[src/rtl/maxpool_pkg.sv]
// Shared constants and types for the SPPF max-pool window path.
package maxpool_pkg;

  localparam logic [15:0] FP16_NEG_INF = 16'hFC00;
  localparam int unsigned POOL_K       = 5;
  localparam int unsigned POOL_PAD     = 2;

  typedef enum logic [1:0] {
    S_RUN,
    S_PAD,
    S_WRAP
  } state_t;

  function automatic int unsigned idx_bits(input int unsigned n);
    return (n <= 1) ? 1 : $clog2(n);
  endfunction

endpackage

[src/rtl/maxpool_line_buffer.sv]
// One virtual-row delay line: the tap is the element pushed DEPTH steps earlier.
module maxpool_line_buffer #(
  parameter int unsigned DATA_WIDTH = 16,
  parameter int unsigned DEPTH      = 22
) (
  input  logic                  clk,
  input  logic                  rst,
  input  logic                  i_en,
  input  logic [DATA_WIDTH-1:0] i_data,
  output logic [DATA_WIDTH-1:0] o_tap
);

  logic [DATA_WIDTH-1:0] r_mem [DEPTH];

  always_ff @(posedge clk or posedge rst) begin
    if (rst) begin
      for (int k = 0; k < int'(DEPTH); k++) begin
        r_mem[k] <= '0;
      end
    end else if (i_en) begin
      r_mem[0] <= i_data;
      for (int k = 1; k < int'(DEPTH); k++) begin
        r_mem[k] <= r_mem[k-1];
      end
    end
  end

  assign o_tap = r_mem[DEPTH-1];

endmodule

[src/rtl/maxpool5_window_gen.sv]
// Streaming 5x5 window generator (stride 1, pad 2 with FP16 -inf) over a padded virtual raster.
module maxpool5_window_gen
  import maxpool_pkg::*;
#(
  parameter int unsigned DATA_WIDTH = 16,
  parameter int unsigned IMG_W      = 20,
  parameter int unsigned IMG_H      = 20
) (
  input  logic                     clk,
  input  logic                     rst,
  input  logic                     in_valid,
  output logic                     in_ready,
  input  logic [DATA_WIDTH-1:0]    in_data,
  output logic                     out_valid,
  input  logic                     out_ready,
  output logic [DATA_WIDTH*25-1:0] out_window,
  output logic                     out_last
);

  localparam int unsigned VW   = IMG_W + 2;
  localparam int unsigned VH   = IMG_H + 2;
  localparam int unsigned XW   = idx_bits(VW);
  localparam int unsigned YW   = idx_bits(VH);
  localparam int unsigned NTAP = POOL_K - 1;
  localparam logic [DATA_WIDTH-1:0] PAD_VAL = DATA_WIDTH'(FP16_NEG_INF);

  logic [XW-1:0] r_x, w_x_d;
  logic [YW-1:0] r_y, w_y_d;
  state_t        r_state, w_state_d;

  logic w_real, w_stall, w_step, w_emit, w_last_pos;

  // w_chain[k] is the pixel k virtual rows above the current position, same column.
  logic [DATA_WIDTH-1:0] w_chain [POOL_K];
  logic [DATA_WIDTH-1:0] r_win   [POOL_K][POOL_K];
  logic [DATA_WIDTH-1:0] w_win_d [POOL_K][POOL_K];
  logic [POOL_K-1:0]     w_row_ok, w_col_ok;
  logic [DATA_WIDTH*25-1:0] w_masked, r_out_window;
  logic                     r_out_valid, r_out_last;

  assign w_real     = (r_state == S_RUN);
  assign w_last_pos = (r_state == S_WRAP);
  assign w_stall    = r_out_valid && !out_ready;
  assign w_step     = !w_stall && (w_real ? in_valid : 1'b1);
  assign in_ready   = w_real && !w_stall && !rst;
  assign w_emit     = w_step && (r_y >= YW'(POOL_PAD)) && (r_x >= XW'(POOL_PAD));
  assign w_chain[0] = w_real ? in_data : PAD_VAL;

  always_comb begin
    w_x_d     = r_x;
    w_y_d     = r_y;
    w_state_d = r_state;
    if (w_step) begin
      if (r_x == XW'(VW - 1)) begin
        w_x_d = '0;
        w_y_d = (r_y == YW'(VH - 1)) ? '0 : r_y + YW'(1);
      end else begin
        w_x_d = r_x + XW'(1);
      end
      if ((w_x_d < XW'(IMG_W)) && (w_y_d < YW'(IMG_H))) begin
        w_state_d = S_RUN;
      end else if ((w_x_d == XW'(VW - 1)) && (w_y_d == YW'(VH - 1))) begin
        w_state_d = S_WRAP;
      end else begin
        w_state_d = S_PAD;
      end
    end
  end

  always_ff @(posedge clk or posedge rst) begin
    if (rst) begin
      r_x     <= '0;
      r_y     <= '0;
      r_state <= S_RUN;
    end else begin
      r_x     <= w_x_d;
      r_y     <= w_y_d;
      r_state <= w_state_d;
    end
  end

  for (genvar g = 0; g < int'(NTAP); g++) begin : g_lb
    maxpool_line_buffer #(
      .DATA_WIDTH(DATA_WIDTH),
      .DEPTH     (VW)
    ) u_lb (
      .clk   (clk),
      .rst   (rst),
      .i_en  (w_step),
      .i_data(w_chain[g]),
      .o_tap (w_chain[g+1])
    );
  end

  always_comb begin
    for (int i = 0; i < int'(POOL_K); i++) begin
      for (int j = 0; j < int'(POOL_K) - 1; j++) begin
        w_win_d[i][j] = r_win[i][j+1];
      end
      w_win_d[i][POOL_K-1] = w_chain[int'(POOL_K) - 1 - i];
    end
  end

  always_ff @(posedge clk or posedge rst) begin
    if (rst) begin
      for (int i = 0; i < int'(POOL_K); i++) begin
        for (int j = 0; j < int'(POOL_K); j++) begin
          r_win[i][j] <= '0;
        end
      end
    end else if (w_step) begin
      r_win <= w_win_d;
    end
  end

  // Source row is y-4+i and column x-4+j; compare with the offset added to stay non-negative.
  always_comb begin
    w_row_ok = '0;
    w_col_ok = '0;
    for (int i = 0; i < int'(POOL_K); i++) begin
      w_row_ok[i] = (int'(r_y) + i >= int'(POOL_K) - 1) &&
                    (int'(r_y) + i < int'(IMG_H) + int'(POOL_K) - 1);
      w_col_ok[i] = (int'(r_x) + i >= int'(POOL_K) - 1) &&
                    (int'(r_x) + i < int'(IMG_W) + int'(POOL_K) - 1);
    end
  end

  always_comb begin
    w_masked = '0;
    for (int i = 0; i < int'(POOL_K); i++) begin
      for (int j = 0; j < int'(POOL_K); j++) begin
        w_masked[DATA_WIDTH*(24 - 5*i - j) +: DATA_WIDTH] =
          (w_row_ok[i] && w_col_ok[j]) ? w_win_d[i][j] : PAD_VAL;
      end
    end
  end

  always_ff @(posedge clk or posedge rst) begin
    if (rst) begin
      r_out_valid  <= 1'b0;
      r_out_last   <= 1'b0;
      r_out_window <= '0;
    end else if (w_emit) begin
      r_out_valid  <= 1'b1;
      r_out_last   <= w_last_pos;
      r_out_window <= w_masked;
    end else if (out_ready) begin
      r_out_valid <= 1'b0;
      r_out_last  <= 1'b0;
    end
  end

  assign out_valid  = r_out_valid;
  assign out_last   = r_out_last;
  assign out_window = r_out_window;

endmodule

[config.mk]
export PLATFORM = sky130hd
export DESIGN_NAME = maxpool5_window_gen
export DESIGN_NICKNAME = d
export VERILOG_FILES = /design/src/rtl/maxpool_pkg.sv /design/src/rtl/maxpool_line_buffer.sv /design/src/rtl/maxpool5_window_gen.sv
export SDC_FILE = /design/constraint.sdc
export NUM_CORES = 2
export LEC_CHECK = 0
export BUFFER_PORTS_ARGS = -buffer_cell sky130_fd_sc_hd__buf_2
export CAP_MARGIN = 5
export CORE_UTILIZATION = 65
export DETAILED_ROUTE_END_ITERATION = 7
export PLACE_DENSITY = 0.86
export SYNTH_ARGS = -nofsm -noshare
export SYNTH_HDL_FRONTEND = slang
export SYNTH_SLANG_ARGS = --single-unit
[constraint.sdc]
create_clock -name clk -period 182.9 [get_ports clk]
set_clock_uncertainty 0.1 [all_clocks]
set_input_delay 27.435 -clock clk [delete_from_list [all_inputs] [get_ports clk]]
set_output_delay 27.435 -clock clk [all_outputs]
set_load 0.05 [all_outputs]
# Yosys cells after proc, flatten, opt, wreduce, memory -nomap -nowiden

Cells that the tools add are included.

Logic and storage cells: 222
Input port bits: 20
Register bits after elaboration: 1886
Output and inout port bits: 403

Multiplexer cells: 37
Eq/ne operators: 5
Order comparisons: 24
Add/subtract/negate cells: 10
Reductions and logical operators: 48

Operators with widths:

| cell                                                                    | number |
|---|---|
| 16-bit 2-to-1 mux                                                       | 26 |
| 32-bit by 4-bit >= comparator with 1-bit output (second input constant) | 8 |
| 6-bit by 5-bit < comparator with 1-bit output (second input constant)   | 8 |
| 1-bit logical AND                                                       | 43 |
| 5-bit 2-to-1 mux                                                        | 5 |
| 5-bit by 2-bit adder with 6-bit output (second input constant)          | 4 |
| 5-bit == test (second input constant)                                   | 4 |
| 5-bit < comparator (second input constant)                              | 4 |
| 5-bit by 1-bit adder with 6-bit output (second input constant)          | 2 |
| 5-bit by 3-bit adder with 6-bit output (second input constant)          | 2 |
| 5-bit by 1-bit adder with 5-bit output (second input constant)          | 2 |
| 5-bit by 2-bit >= comparator with 1-bit output (second input constant)  | 2 |
| 5-bit by 3-bit >= comparator with 1-bit output (second input constant)  | 2 |
| 1-bit 2-to-1 mux                                                        | 4 |
| 2-bit 2-to-1 mux                                                        | 2 |
| 1-bit zero test                                                         | 3 |
| 2-bit == test (second input constant)                                   | 1 |
| 2-bit zero test                                                         | 1 |
| 2-bit nonzero test                                                      | 1 |

# Depth between registers and ports, before layout

Word-level depth: 9
Gate-level depth with buffers: 12
Depth with buffers taken out: 7

# Modules after synthesis

Synthesis repeated with hierarchy kept, for this count alone.

Cell total of the unflattened synthesis: 5587
Area, all modules: 86068.8 um^2

By module, submodules not included:

| module              | sequential area each (um^2) | area an instance (um^2) | cells each | times used |
|---|---|---|---|---|
| maxpool_line_buffer | 8808.4                      | 14380.0                 | 760        | 4 |
| maxpool5_window_gen | 18367.6                     | 28548.6                 | 2547       | 1 |

# Worst setup path after synthesis

OpenSTA, ideal clock, no wires.

Path kind: input-to-output
Start point: in out_ready
End point: out in_ready
Data arrival time: 28.555 ns
Path buffers: 0
Data required time: 155.365 ns
Cell stages on the path: 2
Setup slack: 126.810 ns
Cell sequence: nor2b_1 nor3_1

Longest elaborated chain between the ends: 5

Ends and longest elaborated chain:

| item                           | RTL line                  | text |
|---|---|---|
| from (decl)                    | maxpool5_window_gen.sv:15 | `input logic out_ready,` |
| 1-bit zero test                | maxpool5_window_gen.sv:43 | `assign w_stall = r_out_valid && !out_ready;` |
| 1-bit logical AND              | maxpool5_window_gen.sv:43 |  |
| 1-bit zero test                | maxpool5_window_gen.sv:45 | `assign in_ready = w_real && !w_stall && !rst;` |
| 1-bit logical AND (2 in a row) | maxpool5_window_gen.sv:45 |  |
| to (decl)                      | maxpool5_window_gen.sv:12 | `output logic in_ready,` |

No other way between the ends.

# Worst setup path in the final report

Same ends and word-level chain as after synthesis.

==> flow_metrics.env <==
export IMPL_status="finished, violations left"
export IMPL_violations="DRC"
export IMPL_area_growth_pct=12.2
export IMPL_synth_top_area_cell="dfrtp_1"
export IMPL_synth_avg_cell_area_um2=9.12
export IMPL_clk_latency_ns=0.78
export IMPL_cts_tree="yes"
export IMPL_yosysUniqueCellTypes=71
export IMPL_antenna_found_initial=4
export IMPL_crit_required_ns=155.37
export IMPL_yosys_area_top_type_share_pct=65.3
export IMPL_peakVddDrop_mv=0.0201
export IMPL_period_needed_ns=55.64
export IMPL_drive_gt1_share_pct=9.79
export IMPL_slew_headroom_pct=7.57
export IMPL_clk_pin_slew_worst_paths_ns=0.06
export IMPL_io_buffers=422
export IMPL_clock_fmax_ghz=0.0180
export IMPL_pre_cts_slack_ns=127.30
export IMPL_dp_cells=9434
export IMPL_num_rows=121
export IMPL_grt_pass1_wl_um=288000
export IMPL_htree_levels=4
export IMPL_setup_worst_path_start_class="primary input"
export IMPL_syn_area_um2=72200
export IMPL_arrival_ns=28.11
export IMPL_ys_flop_type="dfrtp_1"
export IMPL_drt_pass1_iter_count=8
export IMPL_r2r_slack_ns=177.73
export IMPL_core_area_um2=109000
export IMPL_synth_seq_cells=1886
export IMPL_yosysWarnings=0
export IMPL_drt_iter0_drc=6491
export IMPL_end_kind="output port"
export IMPL_route_detailed_drc=2
export IMPL_initial_core_util_pct=66.0
export IMPL_num_vias=55334
export IMPL_dieArea_um2=112000
export IMPL_finalSetupTns_ns=0
export IMPL_wire_per_inst_um=18.4
export IMPL_track_usage_pct=32.4
export IMPL_drt_wl_total_um=179000
export IMPL_final_hold_viol_count=0
export IMPL_final_util_pct=74.1
export IMPL_clock_path_buffers=3
export IMPL_post_route_period_util_pct=30.4
export IMPL_multi_input_area_um2=23100
export IMPL_grt_remaining_overflow=0
export IMPL_hpwl_um=105000
export IMPL_routed_top_layer="met5"
export IMPL_wl_met2_um=86100
export IMPL_numCtsBuffers=178
export IMPL_root_buffer="clkbuf_16"
export IMPL_tightest_slew_ns=1.39
export IMPL_power_leakage_nw=45.1
export IMPL_regArea_um2=47200
export IMPL_rsz0062_at_grt="no"
export IMPL_nets=8184
export IMPL_antenna_left=0
export IMPL_dieWidth_um=335
export IMPL_hp_class="flop to flop"
export IMPL_ios=423
export IMPL_postCtsSetupRepairBufs=0
export IMPL_hold_buffers=0
export IMPL_cp_max_fo=3
export IMPL_clkSinkCount=1886
export IMPL_die_y_um=335
export IMPL_place_congestion=0.865
export IMPL_grt_max_degree=257
export IMPL_wl_met1_um=70200
export IMPL_ys_top_cells_by_area="dfrtp_1, nand2_1, buf_2"
export IMPL_netlist_instances=7917
export IMPL_setup_ws_ns=127.26
export IMPL_grt_pass1_vias=55045
export IMPL_crit_type="primary input to output port"
export IMPL_async_reset_ff_share_pct=100
export IMPL_synthTopCellsByCount="nand2_1, dfrtp_1, buf_2, nor2_1, clkbuf_1"
export IMPL_met3_length_um=15300
export IMPL_powerDensity_nw_per_um2=15.5
export IMPL_cts_resized=0
export IMPL_cap_violations=0
export IMPL_ys_seq_area_share_pct=65.3
export IMPL_instances_no_fill=9766
export IMPL_synth_edf_count=0
export IMPL_synth_most_common_cell="nand2_1"
export IMPL_finalMaxSlewViolations=0
export IMPL_syn_nets=7963
export IMPL_via_per_inst=5.67
export IMPL_setup_viol=0
export IMPL_fillers=6987
==> registers in the layout (all words and copies together) (netlist names) <==
name,count
out_window,400
r_win,96
r_x,5
out_valid,1
r_y,5
r_state,2
g_lb.u_lb.r_mem,1312
out_last,1
g_lb.u_lb.o_tap,64
==> cells by family after synthesis <==
kind of cell             share of synthesized area, %
multiplexers                                    0.100
AND/OR/NAND/NOR                                  26.4
adder cells (fa/ha/maj)                         0.478
flip-flops                                       65.3
AO/OA/AOI/OAI                                    4.88
buffers and inverters                            2.77
==> through the flow <==
| step | total power, mW | area [um2] | hold WS [ns] |
|---|---|---|---|
| after floorplan | 0.763 | 72200 | 0.339 |
| after global placement | 0.855 | 74900 | 0.347 |
| after detailed placement | 0.866 | 74900 | 0.346 |
| after CTS | 1.26 | 81100 | 0.357 |
| after global routing | 1.31 | 81100 | 0.370 |
| final | 1.26 | 81100 | 0.356 |
==> report_power, final <==
group | internal (mW) | leakage, nW | total (mW) | switching, mW
Sequential | 0.485 | 25.5 | 0.537 | 0.0521
Clock | 0.226 | 3.04 | 0.387 | 0.161
Combinational | 0.0658 | 16.6 | 0.334 | 0.268
==> per-layer routing <==
metal  track usage [%]  vias up
li1                  -    25027
met1              43.7    27486
met2              51.3     2332
met3              6.64      485
met4              14.3        4
met5                 0        -
==> critical path, cell delays in order <==
cell and delay [ns]:
buf_2 0.12, nor2b_1 0.21, nor3_1 0.08, buf_2 0.26
==> final cells by class <==
| class | instances | area share [%] |
|---|---|---|
| timing repair buffer | 482 | 3.32 |
| antenna | 2 | 0.00617 |
| clock inverter | 74 | 1.18 |
| inverter | 14 | 0.0741 |
| sequential | 1886 | 58.2 |
| multi-input combinational | 5576 | 28.5 |
| clock buffer | 256 | 6.43 |
| tap | 1476 | 2.28 |
==> final timing paths <==
path | startpoint | depth (start not counted) | to
max | out_ready | 4 | in_ready
min | g_lb[1].u_lb.r_mem[240] | 2 | g_lb[1].u_lb.r_mem[224]
max reg2reg | r_state[0] | 7 | g_lb[3].u_lb.r_mem[318]
min reg2reg | g_lb[1].u_lb.r_mem[240] | 2 | g_lb[1].u_lb.r_mem[224]
max in group asynchronous | rst | 6 | g_lb[0].u_lb.r_mem[123]
min in group asynchronous | rst | 2 | r_win[344]
==> layout by cell type (no fill, tap or decap), types with 4 or more instances in the layout <==
master      Yosys  routed
a211oi_1        4       4
a21o_1          6       6
a21oi_1        70      70
a21oi_2         4       4
a22o_1         81      81
a31oi_1        45      45
a32o_1         11      11
and2_1          4       4
buf_12          0      10
buf_2         224     422
buf_4           4      50
bufinv_16       0      19
clkbuf_1      187      38
clkbuf_16       0     184
clkbuf_8        0      34
clkinv_2        0      35
clkinvlp_4      0       7
dfrtp_1      1886    1886
ha_1           26      26
inv_1          13      12
inv_6           0       5
mux2i_1         5       5
nand2_1      4734    4733
nand2b_1        7       7
nand3_1         9       9
nand3b_1        4       4
nand4_1        16      16
nor2_1        216     213
nor2_2          6       7
nor3_1          6       4
nor3_2          2       4
o211ai_1        4       4
o21ai_0       151     151
o21ai_1         8       8
o22a_1         50      50
o31ai_1        44      44
o32a_1          6       6
No activity file was read; power rests on OpenSTA's default activity.
